`src/rtl/mips_pkg.sv`:
```
// Shared types and encodings for the multi-cycle MIPS control unit.
package mips_pkg;

  typedef enum logic [3:0] {
    S_RST, S_FETCH, S_DECODE, S_MEMADR, S_MEMRD, S_MEMWB, S_MEMWR,
    S_EXEC, S_ALUWB, S_ADDIEX, S_ADDIWB, S_BRANCH, S_JUMP, S_TRAP
  } state_t;

  localparam logic [5:0] OP_RTYPE = 6'h00;
  localparam logic [5:0] OP_LW    = 6'h23;
  localparam logic [5:0] OP_SW    = 6'h2B;
  localparam logic [5:0] OP_BEQ   = 6'h04;
  localparam logic [5:0] OP_BNE   = 6'h05;
  localparam logic [5:0] OP_ADDI  = 6'h08;
  localparam logic [5:0] OP_J     = 6'h02;

  localparam logic [5:0] FN_ADD = 6'h20;
  localparam logic [5:0] FN_SUB = 6'h22;
  localparam logic [5:0] FN_AND = 6'h24;
  localparam logic [5:0] FN_OR  = 6'h25;
  localparam logic [5:0] FN_SLT = 6'h2A;

  localparam logic [2:0] ALU_ADD = 3'b010;
  localparam logic [2:0] ALU_SUB = 3'b110;
  localparam logic [2:0] ALU_AND = 3'b000;
  localparam logic [2:0] ALU_OR  = 3'b001;
  localparam logic [2:0] ALU_SLT = 3'b111;

  localparam logic [1:0] SRCB_B   = 2'd0;
  localparam logic [1:0] SRCB_4   = 2'd1;
  localparam logic [1:0] SRCB_IMM = 2'd2;
  localparam logic [1:0] SRCB_BR  = 2'd3;

  localparam logic [1:0] PCSRC_ALU    = 2'd0;
  localparam logic [1:0] PCSRC_ALUOUT = 2'd1;
  localparam logic [1:0] PCSRC_JUMP   = 2'd2;

endpackage

```
`src/rtl/mips_alu_dec.sv`:
```
// R-type funct decoder: maps funct to an ALU operation and flags unsupported codes.
module mips_alu_dec
  import mips_pkg::*;
(
  input  logic [5:0] funct,
  output logic [2:0] alu_ctrl,
  output logic       valid
);

  always_comb begin
    alu_ctrl = ALU_ADD;
    valid    = 1'b1;
    case (funct)
      FN_ADD:  alu_ctrl = ALU_ADD;
      FN_SUB:  alu_ctrl = ALU_SUB;
      FN_AND:  alu_ctrl = ALU_AND;
      FN_OR:   alu_ctrl = ALU_OR;
      FN_SLT:  alu_ctrl = ALU_SLT;
      default: valid = 1'b0;
    endcase
  end

endmodule

```
`src/rtl/mips_mc_ctrl.sv`:
```
// Multi-cycle MIPS control FSM: Moore strobes per state, memory ready handshake,
// retired-instruction counter and sticky illegal-instruction trap.
module mips_mc_ctrl
  import mips_pkg::*;
#(
  parameter int CNT_W = 32
) (
  input  logic             clk,
  input  logic             reset_n,
  input  logic [5:0]       opcode,
  input  logic [5:0]       funct,
  input  logic             zero,
  input  logic             mem_ready,
  output logic             pc_write,
  output logic             iord,
  output logic             mem_read,
  output logic             mem_write,
  output logic             ir_write,
  output logic             reg_dst,
  output logic             mem_to_reg,
  output logic             reg_write,
  output logic             alu_src_a,
  output logic [1:0]       alu_src_b,
  output logic [2:0]       alu_ctrl,
  output logic [1:0]       pc_src,
  output logic             retire,
  output logic [CNT_W-1:0] instr_count,
  output logic             illegal
);

  state_t           state_reg, state_next;
  logic             is_bne_reg, is_sw_reg, illegal_reg;
  logic [CNT_W-1:0] count_reg;
  logic [2:0]       dec_alu_ctrl;
  logic             dec_valid;

  mips_alu_dec u_alu_dec (
    .funct    (funct),
    .alu_ctrl (dec_alu_ctrl),
    .valid    (dec_valid)
  );

  always_ff @(posedge clk) begin
    if (!reset_n) state_reg <= S_RST;
    else          state_reg <= state_next;
  end

  // Opcode is only looked at in DECODE; later states use these latched flags.
  always_ff @(posedge clk) begin
    if (!reset_n) begin
      is_bne_reg  <= 1'b0;
      is_sw_reg   <= 1'b0;
      illegal_reg <= 1'b0;
      count_reg   <= '0;
    end else begin
      if (state_reg == S_DECODE) begin
        is_bne_reg <= (opcode == OP_BNE);
        is_sw_reg  <= (opcode == OP_SW);
      end
      if (state_next == S_TRAP) illegal_reg <= 1'b1;
      if (retire) count_reg <= count_reg + CNT_W'(1);
    end
  end

  always_comb begin
    state_next = state_reg;
    case (state_reg)
      S_RST:    state_next = S_FETCH;
      S_FETCH:  if (mem_ready) state_next = S_DECODE;
      S_DECODE: begin
        if (opcode == OP_RTYPE)                        state_next = S_EXEC;
        else if (opcode == OP_LW || opcode == OP_SW)   state_next = S_MEMADR;
        else if (opcode == OP_BEQ || opcode == OP_BNE) state_next = S_BRANCH;
        else if (opcode == OP_ADDI)                    state_next = S_ADDIEX;
        else if (opcode == OP_J)                       state_next = S_JUMP;
        else                                           state_next = S_TRAP;
      end
      S_MEMADR: state_next = is_sw_reg ? S_MEMWR : S_MEMRD;
      S_MEMRD:  if (mem_ready) state_next = S_MEMWB;
      S_MEMWR:  if (mem_ready) state_next = S_FETCH;
      S_EXEC:   state_next = dec_valid ? S_ALUWB : S_TRAP;
      S_ADDIEX: state_next = S_ADDIWB;
      S_MEMWB, S_ALUWB, S_ADDIWB, S_BRANCH, S_JUMP: state_next = S_FETCH;
      S_TRAP:   state_next = S_TRAP;
      default:  state_next = S_RST;
    endcase
  end

  always_comb begin
    pc_write   = 1'b0;
    iord       = 1'b0;
    mem_read   = 1'b0;
    mem_write  = 1'b0;
    ir_write   = 1'b0;
    reg_dst    = 1'b0;
    mem_to_reg = 1'b0;
    reg_write  = 1'b0;
    alu_src_a  = 1'b0;
    alu_src_b  = SRCB_B;
    alu_ctrl   = ALU_AND;
    pc_src     = PCSRC_ALU;
    retire     = 1'b0;
    case (state_reg)
      S_FETCH: begin
        mem_read  = 1'b1;
        alu_src_b = SRCB_4;
        alu_ctrl  = ALU_ADD;
        ir_write  = mem_ready;
        pc_write  = mem_ready;
      end
      S_DECODE: begin
        alu_src_b = SRCB_BR;
        alu_ctrl  = ALU_ADD;
      end
      S_MEMADR, S_ADDIEX: begin
        alu_src_a = 1'b1;
        alu_src_b = SRCB_IMM;
        alu_ctrl  = ALU_ADD;
      end
      S_MEMRD: begin
        mem_read = 1'b1;
        iord     = 1'b1;
      end
      S_MEMWB: begin
        reg_write  = 1'b1;
        mem_to_reg = 1'b1;
        retire     = 1'b1;
      end
      S_MEMWR: begin
        mem_write = 1'b1;
        iord      = 1'b1;
        retire    = mem_ready;
      end
      S_EXEC: begin
        alu_src_a = 1'b1;
        alu_ctrl  = dec_alu_ctrl;
      end
      S_ALUWB: begin
        reg_write = 1'b1;
        reg_dst   = 1'b1;
        retire    = 1'b1;
      end
      S_ADDIWB: begin
        reg_write = 1'b1;
        retire    = 1'b1;
      end
      S_BRANCH: begin
        alu_src_a = 1'b1;
        alu_ctrl  = ALU_SUB;
        pc_src    = PCSRC_ALUOUT;
        pc_write  = is_bne_reg ? !zero : zero;
        retire    = 1'b1;
      end
      S_JUMP: begin
        pc_src   = PCSRC_JUMP;
        pc_write = 1'b1;
        retire   = 1'b1;
      end
      default: ;
    endcase
  end

  assign instr_count = count_reg;
  assign illegal     = illegal_reg;

endmodule
```
`config.mk`:
```
export PLATFORM = sky130hd
export DESIGN_NAME = mips_mc_ctrl
export DESIGN_NICKNAME = d
export VERILOG_FILES = /design/src/rtl/mips_pkg.sv /design/src/rtl/mips_alu_dec.sv /design/src/rtl/mips_mc_ctrl.sv
export SDC_FILE = /design/constraint.sdc
export NUM_CORES = 1
export LEC_CHECK = 0
export BUFFER_PORTS_ARGS = -buffer_cell sky130_fd_sc_hd__buf_2
export CAP_MARGIN = 5
export CELL_PAD_IN_SITES_DETAIL_PLACEMENT = 0
export CELL_PAD_IN_SITES_GLOBAL_PLACEMENT = 1
export CORE_MARGIN = 4
export CORE_UTILIZATION = 37
export DETAILED_ROUTE_END_ITERATION = 7
export PLACE_DENSITY = 0.87
export SLEW_MARGIN = 20
export SYNTH_ARGS = -nofsm -noshare
export SYNTH_HDL_FRONTEND = slang
export SYNTH_SLANG_ARGS = --single-unit
export TNS_END_PERCENT = 5
```
`constraint.sdc`:
```
create_clock -name clk -period 3 [get_ports clk]
set_input_delay 0.9 -clock clk [delete_from_list [all_inputs] [get_ports clk]]
set_output_delay 0.9 -clock clk [all_outputs]
set_load 0.01 [all_outputs]
```
==> results of run 1 <==
-- synthesized netlist by cell type, types with 2 or more instances --
cell	instances
inv_1	9
nand4_1	7
or4_1	11
nor3b_1	2
mux2i_1	2
nor2_1	25
or3_1	8
dfxtp_1	39
and4_1	5
nor3_1	10
nand4b_1	3
a211o_1	2
and3_1	4
and2_1	2
buf_2	2
o31ai_1	10
o22a_1	2
xnor2_1	11
o21ai_0	12
a211oi_1	2
clkbuf_1	13
o41ai_1	3
nor2b_1	4
nor4b_1	4
nor4_1	6
o21bai_1	2
nand2_1	20
a21oi_1	26
nand2b_1	7
nand3_1	12
-- power groups by stage --
stage               Clock (uW)  Combinational (uW)  Sequential, uW
CTS                        398                 138             537
detailed placement           0                 137             549
finish                     386                 137             537
global placement             0                 136             549
floorplan                    0                90.7             542
global route               420                 152             539
-- per-layer routing --
layer | share of wire (%) | GRT usage (%) | up-vias
met3 | 6.1 | 3.71 | 6
met2 | 47 | 27.5 | 58
met5 | 0 | 0 | -
met4 | 1.4 | 5.38 | 0
li1 | - | - | 1211
met1 | 45 | 20.9 | 1125
-- how the worst max path moves through the flow --
stage                           end  depth (start not counted)  slack [ns]    startpoint
floorplan                    retire                          4        0.34     mem_ready
global placement             retire                          5        0.22     mem_ready
detailed placement  instr_count[18]                          7        0.20     mem_ready
CTS                          retire                          5        0.19     mem_ready
global route                 retire                          5      0.0003  state_reg[2]
finish                       retire                          5        0.18     mem_ready
-- per-stage QoR --
| stage | hold WS, ns | std cells |
|---|---|---|
| global route | 0.490 | 425 |
| floorplan | 0.432 | 288 |
| finish | 0.467 | 425 |
| global placement | 0.449 | 417 |
| CTS | 0.473 | 425 |
| detailed placement | 0.463 | 417 |
-- cell families (layout without fill, tap and decap cells) --
family / after synthesis / count (layout)
and+or+nand+nor: 137 / 137
AOI/OAI and AO/OA: 72 / 72
DFF: 39 / 39
buffers and inverters: 25 / 87
xor gates and xnor gates: 12 / 12
muxes: 2 / 2
adders and majority gates: 1 / 1
-- tightest hold or removal path, delay by kind of cell, from the launching register on --
| family | cells | cell delay (ns) |
|---|---|---|
| compound gates | 1 | 0.05 |
| flops | 1 | 0.32 |
| simple gates | 1 | 0.05 |
-- layout make-up --
class | instances | share of cell area, %
Inverter | 9 | 1.22
Clock buffer | 8 | 3.61
Timing Repair Buffer | 70 | 13.1
Multi-Input combinational cell | 224 | 50.6
Sequential cell | 39 | 28.1
Tap cell | 75 | 3.38
-- cells in the final DEF (no fill, tap or decap), drive strengths merged, types with 4 or more instances in the layout --
master | synthesis | layout
inv | 9 | 9
buf | 3 | 70
o21ai | 12 | 12
nor2b | 4 | 4
nand4 | 7 | 7
nand2 | 20 | 20
nor4 | 6 | 6
nand3 | 12 | 12
dfxtp | 39 | 39
and4 | 5 | 5
nor4b | 4 | 4
o31ai | 10 | 10
nand2b | 8 | 8
or4 | 11 | 11
clkbuf | 13 | 8
xnor2 | 11 | 11
and3 | 4 | 4
a21oi | 26 | 26
or3 | 9 | 9
nor3 | 10 | 10
nor2 | 25 | 25
==> results_dict.tcl, run 1 <==
set metrics [dict create \
    synth-edff-count 0 \
    die_y_um 86.6 \
    clk_pin_slew_worst_paths_ns 0.07 \
    drive_above_1_share_pct 24.0 \
    syn_to_final_growth_pct 21.3 \
    relSlewSlack_pct 60.3 \
    finalCritPeriodShare_pct 93.9 \
    critPathCaptureType "output port" \
    wl_per_cell_um 14.3 \
    startpoint_type "input pin" \
    p_per_area_mw_per_mm2 382 \
    arrival_ns 1.92 \
    muxShareOfSynthArea_pct 0.875 \
    r2r.worst_path.cells 7 \
    largest_register_ffs 32 \
    worstHoldEndpoint "is_sw_reg" \
    pwr-share-clk_pct 36.4 \
    synth_ff_type "dfxtp_1" \
    path_cells "buf_2 -> inv_1 -> o311a_4 -> nor2_1 -> buf_2" \
    cts.sinks 39 \
    synth.area.top_cells "dfxtp_1 34%, a21oi_1 5.7%, xnor2_1 4.2%" \
    setup_slack_ns 0.183 \
    cap_violations 0 \
    tightest_slew_ns 0.589 \
    fmax_mhz 355 \
    gp_congestion 0.760 \
    cts_tree "done" \
    switchingPower_uw 270 \
    min_period_ns 2.82 \
    clock_latency_ns 0.29 \
    synthAdderAreaFrac_pct 0.547 \
    drt_iter0_drc 73 \
    vias_per_cell 5.65 \
    slowest_stage "o311a_4" \
    post_cts_buffers 0 \
    ios 66 \
    rrSetupSlack_ns 0.48 \
    synth_compound_area_share_pct 20.9 \
    n_fill_cell 623 \
    hold_viol 0 \
    cpMostUsedCell "buf_2" \
    placed_area_mm2 0.00268 \
    cts_resized 0 \
    drc 0 \
    critical-path-top-delay-family "compound AO/OA/AOI/OAI gates" \
    grt_pass1_vias 2173 \
    synth_seq_area_share_pct 34.1 \
    worst_ir_drop_vdd_v 0.000271 \
    final_core_util_pct 46.6 \
    synthCells 288 \
    synth_top_family_by_area "simple AND/OR/NAND/NOR gates" \
    cpPeakStageDelay_ns 0.43 \
    synth_top_cell_area_share_pct 34.1 \
    first_pass_iters 4 \
    dp_worst_setup_slack_ns 0.196 \
    yosys.area_share.simple_pct 34.4 \
    p_leak_uw 0.00109 \
    antenna_found_initial 0 \
    r2r_end "instr_count[18]" \
    cts_buffer_depth 2 \
    num_rows 28 \
    insertedDiodeCount 0 \
    rr_startpoint "state_reg[2]" \
    yosysTopAreaCell "dfxtp_1" \
    critPathBufInv 3 \
    sw_frac_of_total_pct 25.5 \
    die_area_mm2 0.00751 \
    dpl.hpwl_um 4430 \
    wirelength_um 6060 \
    worst-setup-path-type "in2out" \
    dieWidth_um 86.6 \
    cts_buffers 5 \
    skew_ns 0.00688 \
    hold_buffers 0 \
    grt_pass1_wl_um 10100 \
    status "finished clean" \
    syn_avg_cell_area_um2 7.95 \
    worst_hold_startpoint "is_sw_reg" \
    yosysWarningCount 0 \
    tns_ns 0 \
    vias 2400 \
    regArea_um2 781 \
    grt_usage_pct 16.4 \
    combPwrFrac_pct 12.9 \
    ant_nets 0 \
    setup_viol 0 \
    async_flop_share_pct 0 \
    rsz0062_at_grt "no" \
    path_max_fanout 14 \
    p_total_uw 1060 \
    hold_depth 2 \
    clock-root-buffer "clkbuf_8" \
    hp-class "reg2reg" \
    stdcell_area_mm2 0.00278 \
    yosysUniqueCellTypes 53 \
    seqPwrFrac_pct 50.7 \
    syn_nets 305 \
    cp.required_ns 2.10 \
    internal-power_uw 789 \
    synth_xor_area_share_pct 4.59 \
    grt_max_degree 31 \
    cts_htree_levels 2 \
    io_buffer_count 65 \
    overflow 0 \
    multi_input_area_mm2 0.00140 \
    slew_viol_final 0 \
    syn-cell-area_mm2 0.00229 \
    core_mm2 0.00596 \
    fin_nets 366 \
    synth_seq_cells 39 \
    initial_core_util_pct 38.4 \
]
Note: power is estimated with default switching activity, not from simulation.
==> inputs of run 2 (changes only) <==
--- a/config.mk
+++ b/config.mk
@@ -5,12 +5,13 @@
 export SDC_FILE = /design/constraint.sdc
 export NUM_CORES = 1
 export LEC_CHECK = 0
-export BUFFER_PORTS_ARGS = -buffer_cell sky130_fd_sc_hd__buf_2
+export BUFFER_PORTS_ARGS = -buffer_cell sky130_fd_sc_hd__clkbuf_2
 export CAP_MARGIN = 5
 export CELL_PAD_IN_SITES_DETAIL_PLACEMENT = 0
 export CELL_PAD_IN_SITES_GLOBAL_PLACEMENT = 1
 export CORE_MARGIN = 4
 export CORE_UTILIZATION = 37
+export CTS_BUF_LIST = sky130_fd_sc_hd__clkbuf_8 sky130_fd_sc_hd__clkbuf_16
 export DETAILED_ROUTE_END_ITERATION = 7
 export PLACE_DENSITY = 0.87
 export SLEW_MARGIN = 20
==> constraint.sdc (replaced) <==
create_clock -name clk -period 2.7 [get_ports clk]
set_input_delay 0.81 -clock clk [delete_from_list [all_inputs] [get_ports clk]]
set_output_delay 0.81 -clock clk [all_outputs]
set_load 0.01 [all_outputs]
==> run 2 against run 1 <==
Compared with the run above: first-iteration DRC count grew 53%; critical path type unchanged; worst setup slack worse by 0.020 ns; clock-buffer cell count decreased by 2; clock power rose by 32%; worst hold slack worse by 0.011 ns; combinational power rose by 22%; largest power group unchanged; critical path depth unchanged; design area up 2.2%; non-clock buffer count is 4 higher; routed wire length grew 0.33%; power is 20% higher; sequential power is 10% higher; largest cell class unchanged.
==> results_dict.tcl, run 2 (synthesis gave the netlist of run 1 again) <==
set metrics [dict create \
    finalCritPeriodShare_pct 94.0 \
    final_core_util_pct 47.6 \
    sw_frac_of_total_pct 25.2 \
    die_area_mm2 0.00751 \
    drive_above_1_share_pct 26.0 \
    dpl.hpwl_um 4480 \
    num_rows 28 \
    final_common_cell "clkbuf_2" \
    min_period_ns 2.54 \
    clock_latency_ns 0.29 \
    wl_per_cell_um 14.2 \
    worst-setup-path-type "in2out" \
    grt_pass1_vias 2183 \
    p_total_uw 1270 \
    tns_ns 0 \
    path_max_fanout 5 \
    gp_congestion 0.779 \
    hold_viol 0 \
    seqPwrFrac_pct 46.7 \
    slew_viol_final 0 \
    p_per_area_mw_per_mm2 448 \
    clk_pin_slew_worst_paths_ns 0.08 \
    largest_register_ffs 32 \
    vias 2398 \
    post_cts_buffers 0 \
    grt_max_degree 31 \
    setup_slack_ns 0.163 \
    die_y_um 86.6 \
    ant_nets 0 \
    io_buffer_count 65 \
    cts_buffer_depth 2 \
    startpoint "mem_ready" \
    overflow 0 \
    core_mm2 0.00596 \
    rsz0062_at_grt "no" \
    wirelength_um 6080 \
    grt_usage_pct 16.5 \
    grt_pass1_wl_um 10200 \
    layout_common_cells "65 x clkbuf_2, 38 x dfxtp_1, 26 x a21oi_1" \
    antenna_found_initial 0 \
    dp_worst_setup_slack_ns 0.0364 \
    fmax_mhz 394 \
    critPathCaptureType "output port" \
    internal-power_uw 949 \
    vias_per_cell 5.59 \
    p_leak_uw 0.00108 \
    initial_core_util_pct 38.4 \
    cp.required_ns 1.89 \
    cts_tree "done" \
    combPwrFrac_pct 13.1 \
    cts_htree_levels 2 \
    cts_resized 0 \
    tightest_slew_ns 0.577 \
    dieWidth_um 86.6 \
    fin_nets 370 \
    pwr-share-clk_pct 40.1 \
    skew_ns 0.00645 \
    startpoint_type "input pin" \
    insertedDiodeCount 0 \
    worst_ir_drop_vdd_v 0.000267 \
    rr_startpoint "state_reg[0]" \
    first_pass_iters 5 \
    cts.sinks 39 \
    cap_violations 0 \
    arrival_ns 1.73 \
    drt_iter0_drc 112 \
    setup_viol 0 \
    clock-root-buffer "clkbuf_8" \
    hold_buffers 0 \
    syn_to_final_growth_pct 23.9 \
    switchingPower_uw 319 \
    worst_hold_startpoint "is_sw_reg" \
    cts_buffers 5 \
    drc 0 \
    status "finished clean" \
    relSlewSlack_pct 61.1 \
    ios 66 \
    hp-class "reg2reg" \
    n_fill_cell 631 \
]
[run 2: cell types whose count changed in the layout (fill, tap and decap cells not counted), sizes merged]
| cell | previous run | this run |
|---|---|---|
| clkinv | 0 | 1 |
| buf | 70 | 9 |
| clkbuf | 8 | 71 |
| bufinv | 0 | 1 |
[run 2: area by class of cell]
| cell class | instances | area, um^2 | share of cell area (%) |
|---|---|---|---|
| clock buffer | 6 | 82.6 | 2.91 |
| clock inverter | 2 | 35.0 | 1.24 |
| timing repair buffer | 74 | 393 | 13.9 |
| tap | 75 | 93.8 | 3.31 |
| multi-input combinational | 224 | 1420 | 49.9 |
| inverter | 9 | 33.8 | 1.19 |
| sequential | 39 | 782 | 27.6 |
[run 2: worst max-delay path, stage by stage]
cell      delay, ns
clkbuf_2       0.12
inv_1          0.08
o311a_4        0.38
nor2_1         0.17
clkbuf_2       0.17
[run 2: metrics by stage]
step / area, um^2 / hold WS [ns] / cells
after detailed placement: 2710 / 0.449 / 421
after floorplan: 2290 / 0.432 / 288
after CTS: 2820 / 0.461 / 429
final: 2840 / 0.457 / 429
after global routing: 2840 / 0.478 / 429
after global placement: 2710 / 0.452 / 421
[run 2: metal layers]
metal,share of wire (%),track usage [%]
met3,6.1,2.95
met5,0,0
met4,0.82,4.25
met1,47,22.3
met2,46,27.1
[run 2: worst paths after layout]
check | slack [ns] | depth (start not counted) | to
max | 0.16 | 5 | retire
min reg2reg | 0.46 | 2 | is_sw_reg
min | 0.46 | 2 | is_sw_reg
max reg2reg | 0.53 | 5 | instr_count[24]
[run 2: power groups by stage]
stage / clock network (uW) / logic [uW] / registers [uW]
2_1_floorplan: 0 / 101 / 602
3_3_place_gp: 0 / 163 / 606
3_5_place_dp: 0 / 165 / 606
4_1_cts: 524 / 165 / 593
5_1_grt: 543 / 185 / 595
6_report: 509 / 167 / 593
==> inputs of run 3 (changes only) <==
--- a/config.mk
+++ b/config.mk
@@ -10,12 +10,14 @@
 export CELL_PAD_IN_SITES_DETAIL_PLACEMENT = 0
 export CELL_PAD_IN_SITES_GLOBAL_PLACEMENT = 1
 export CORE_MARGIN = 4
-export CORE_UTILIZATION = 37
+export CORE_UTILIZATION = 38
 export CTS_BUF_LIST = sky130_fd_sc_hd__clkbuf_8 sky130_fd_sc_hd__clkbuf_16
 export DETAILED_ROUTE_END_ITERATION = 7
+export GPL_TIMING_DRIVEN = 0
 export PLACE_DENSITY = 0.87
 export SLEW_MARGIN = 20
 export SYNTH_ARGS = -nofsm -noshare
 export SYNTH_HDL_FRONTEND = slang
+export SYNTH_HIERARCHICAL = 1
 export SYNTH_SLANG_ARGS = --single-unit
 export TNS_END_PERCENT = 5
==> run 3 against run 2 <==
Compared with the run above: clock skew fell by 0.00099 ns; area after synthesis is 7.0% higher; critical path depth increased by 1; clock-buffer cell count down 1; register-to-register slack barely moved; die area up 3.8%; largest power group unchanged.
==> results_dict.tcl, run 3 <==
set metrics [dict create \
    ios 66 \
    synth_top_cell_area_share_pct 31.9 \
    tightest_slew_ns 0.671 \
    die_area_mm2 0.00779 \
    relSlewSlack_pct 54.1 \
    synth_common_cells "39 x dfxtp_1, 33 x nor2_1, 29 x nand2_1" \
    dieWidth_um 88.3 \
    yosysUniqueCellTypes 57 \
    synth-edff-count 0 \
    initial_core_util_pct 40.2 \
    skew_ns 0.00547 \
    cpMostUsedCell "clkbuf_2" \
    dpl.hpwl_um 4830 \
    cp.required_ns 1.89 \
    syn-cell-area_mm2 0.00245 \
    slowest_stage "or4b_4" \
    critPathCaptureType "output port" \
    slew_viol_final 0 \
    setup_viol 0 \
    first_pass_iters 4 \
    worst-setup-path-type "in2out" \
    vias_per_cell 5.32 \
    grt_max_degree 12 \
    arrival_ns 1.89 \
    synth_ff_type "dfxtp_1" \
    critical-path-top-delay-family "simple AND/OR/NAND/NOR gates" \
    grt_pass1_wl_um 10600 \
    fin_nets 391 \
    dp_worst_setup_slack_ns -0.0485 \
    p_per_area_mw_per_mm2 399 \
    placed_area_mm2 0.00287 \
    cpPeakStageDelay_ns 0.52 \
    yosys.cell_count.top_type "dfxtp_1" \
    cp_num_cells 6 \
    clk_pin_slew_worst_paths_ns 0.08 \
    drt_iter0_drc 105 \
    post_cts_buffers 0 \
    yosysWarningCount 6 \
    yosysTopAreaCell "dfxtp_1" \
    min_period_ns 2.70 \
    antenna_found_initial 0 \
    clock-root-buffer "clkbuf_8" \
    core_mm2 0.00610 \
    largest_register_ffs 32 \
    vias 2393 \
    p_leak_uw 0.00122 \
    synth.area.top_cells "dfxtp_1 32%, nor2_1 5.1%, mux2i_1 4.5%" \
    finalCritPeriodShare_pct 99.8 \
    synth_seq_area_share_pct 31.9 \
    startpoint_type "input pin" \
    cts_buffer_depth 2 \
    cts_buffers 5 \
    syn_avg_cell_area_um2 8.11 \
    drive_above_1_share_pct 24.0 \
    clock_latency_ns 0.30 \
    synth_seq_cells 39 \
    stdcell_area_mm2 0.00296 \
    wl_per_cell_um 14.3 \
    hold_buffers 0 \
    path_cells "clkbuf_2 -> nand2b_4 -> or4b_4 -> a21boi_2 -> o21ai_1 -> clkbuf_2" \
    fmax_mhz 371 \
    critPathBufInv 2 \
    hold_viol 0 \
    overflow 0 \
    wirelength_um 6450 \
    p_total_uw 1180 \
    grt_usage_pct 17.0 \
    ant_nets 0 \
    insertedDiodeCount 0 \
    cts_tree "done" \
    die_y_um 88.3 \
    final_common_cell "clkbuf_2" \
    r2r_end "instr_count[31]" \
    setup_slack_ns 0.00499 \
    io_buffer_count 65 \
    r2r.worst_path.cells 7 \
    layout_common_cells "69 x clkbuf_2, 39 x dfxtp_1, 33 x nor2_1" \
    syn_nets 319 \
    rsz0062_at_grt "yes" \
    async_flop_share_pct 0 \
    crit_end "alu_ctrl[1]" \
    num_rows 28 \
    hp-class "reg2reg" \
    tns_ns 0 \
    cap_violations 0 \
    synthCells 302 \
    cts.sinks 39 \
    startpoint "funct[4]" \
    gp_congestion 0.802 \
    drc 0 \
    rr_startpoint "state_reg[1]" \
    grt_pass1_vias 2215 \
    rrSetupSlack_ns 0.52 \
    worst_ir_drop_vdd_v 0.000213 \
    syn_to_final_growth_pct 21.0 \
    status "finished clean" \
    path_max_fanout 4 \
    cts_htree_levels 2 \
]
-- run 3: area by class of cell --
cell class                 count  area, um^2
buffer                        16        93.8
clock inverter                 3        12.5
multi-input combinational    239        1560
sequential                    39         781
inverter                       8        30.0
tap                           75        93.8
clock buffer                   5        68.8
fill                         646        3130
timing repair buffer          65         325
-- run 3: per-stage QoR --
stage	hold WS, ns	utilization [%]	instances
floorplan	0.432	-	302
global placement	0.442	47.0	442
detailed placement	0.445	47.0	442
CTS	0.454	48.4	450
global route	0.471	48.6	450
finish	0.451	48.6	450
-- run 3: logic make-up (layout without fill, tap and decap cells) --
group                      count (synthesis)  in the layout  share of synthesized area [%]
and+or+nand+nor                          145            145                           32.5
muxes                                     12             12                           4.96
buffers and inverters                     24             97                           4.70
adders and majority gates                  1              1                          0.511
xor gates and xnor gates                  17             17                           6.08
DFF                                       39             39                           31.9
AOI/OAI and AO/OA                         64             64                           19.4
-- run 3: timing repair --
| action | CTS | global route |
|---|---|---|
| resized for setup | 4 | 9 |
| pin swaps | 1 | 0 |
| setup endpoints to repair | 4 | 4 |
-- run 3: per-layer routing --
layer | part of all wire, % | wire [um] | track usage [%] | vias to the layer above
met5 | 0 | 0 | 0 | -
met4 | 1.2 | 76 | 5.36 | 0
met3 | 4.9 | 313 | 2.61 | 4
met2 | 45 | 2900 | 26.2 | 72
met1 | 49 | 3160 | 24.5 | 1084
li1 | - | - | - | 1233
-- run 3: worst min-delay path by stage --
stage | start | to | slack [ns] | cells after the start
global route | is_sw_reg | is_sw_reg | 0.47 | 2
CTS | is_sw_reg | is_sw_reg | 0.45 | 2
detailed placement | is_sw_reg | is_sw_reg | 0.45 | 2
finish | is_sw_reg | is_sw_reg | 0.45 | 2
floorplan | is_sw_reg | is_sw_reg | 0.43 | 2
global placement | is_sw_reg | is_sw_reg | 0.44 | 2
-- run 3: worst min-delay path, stage by stage (launching register included) --
cell and delay, ns:
dfxtp_1 0.31, nand2_1 0.05, a21oi_1 0.05
-- run 3: power breakdown --
group / internal [uW] / switching [uW] / total [uW]
registers: 582 / 5.84 / 587
clock network: 174 / 209 / 383
logic: 85.0 / 127 / 212
total: 841 / 342 / 1180
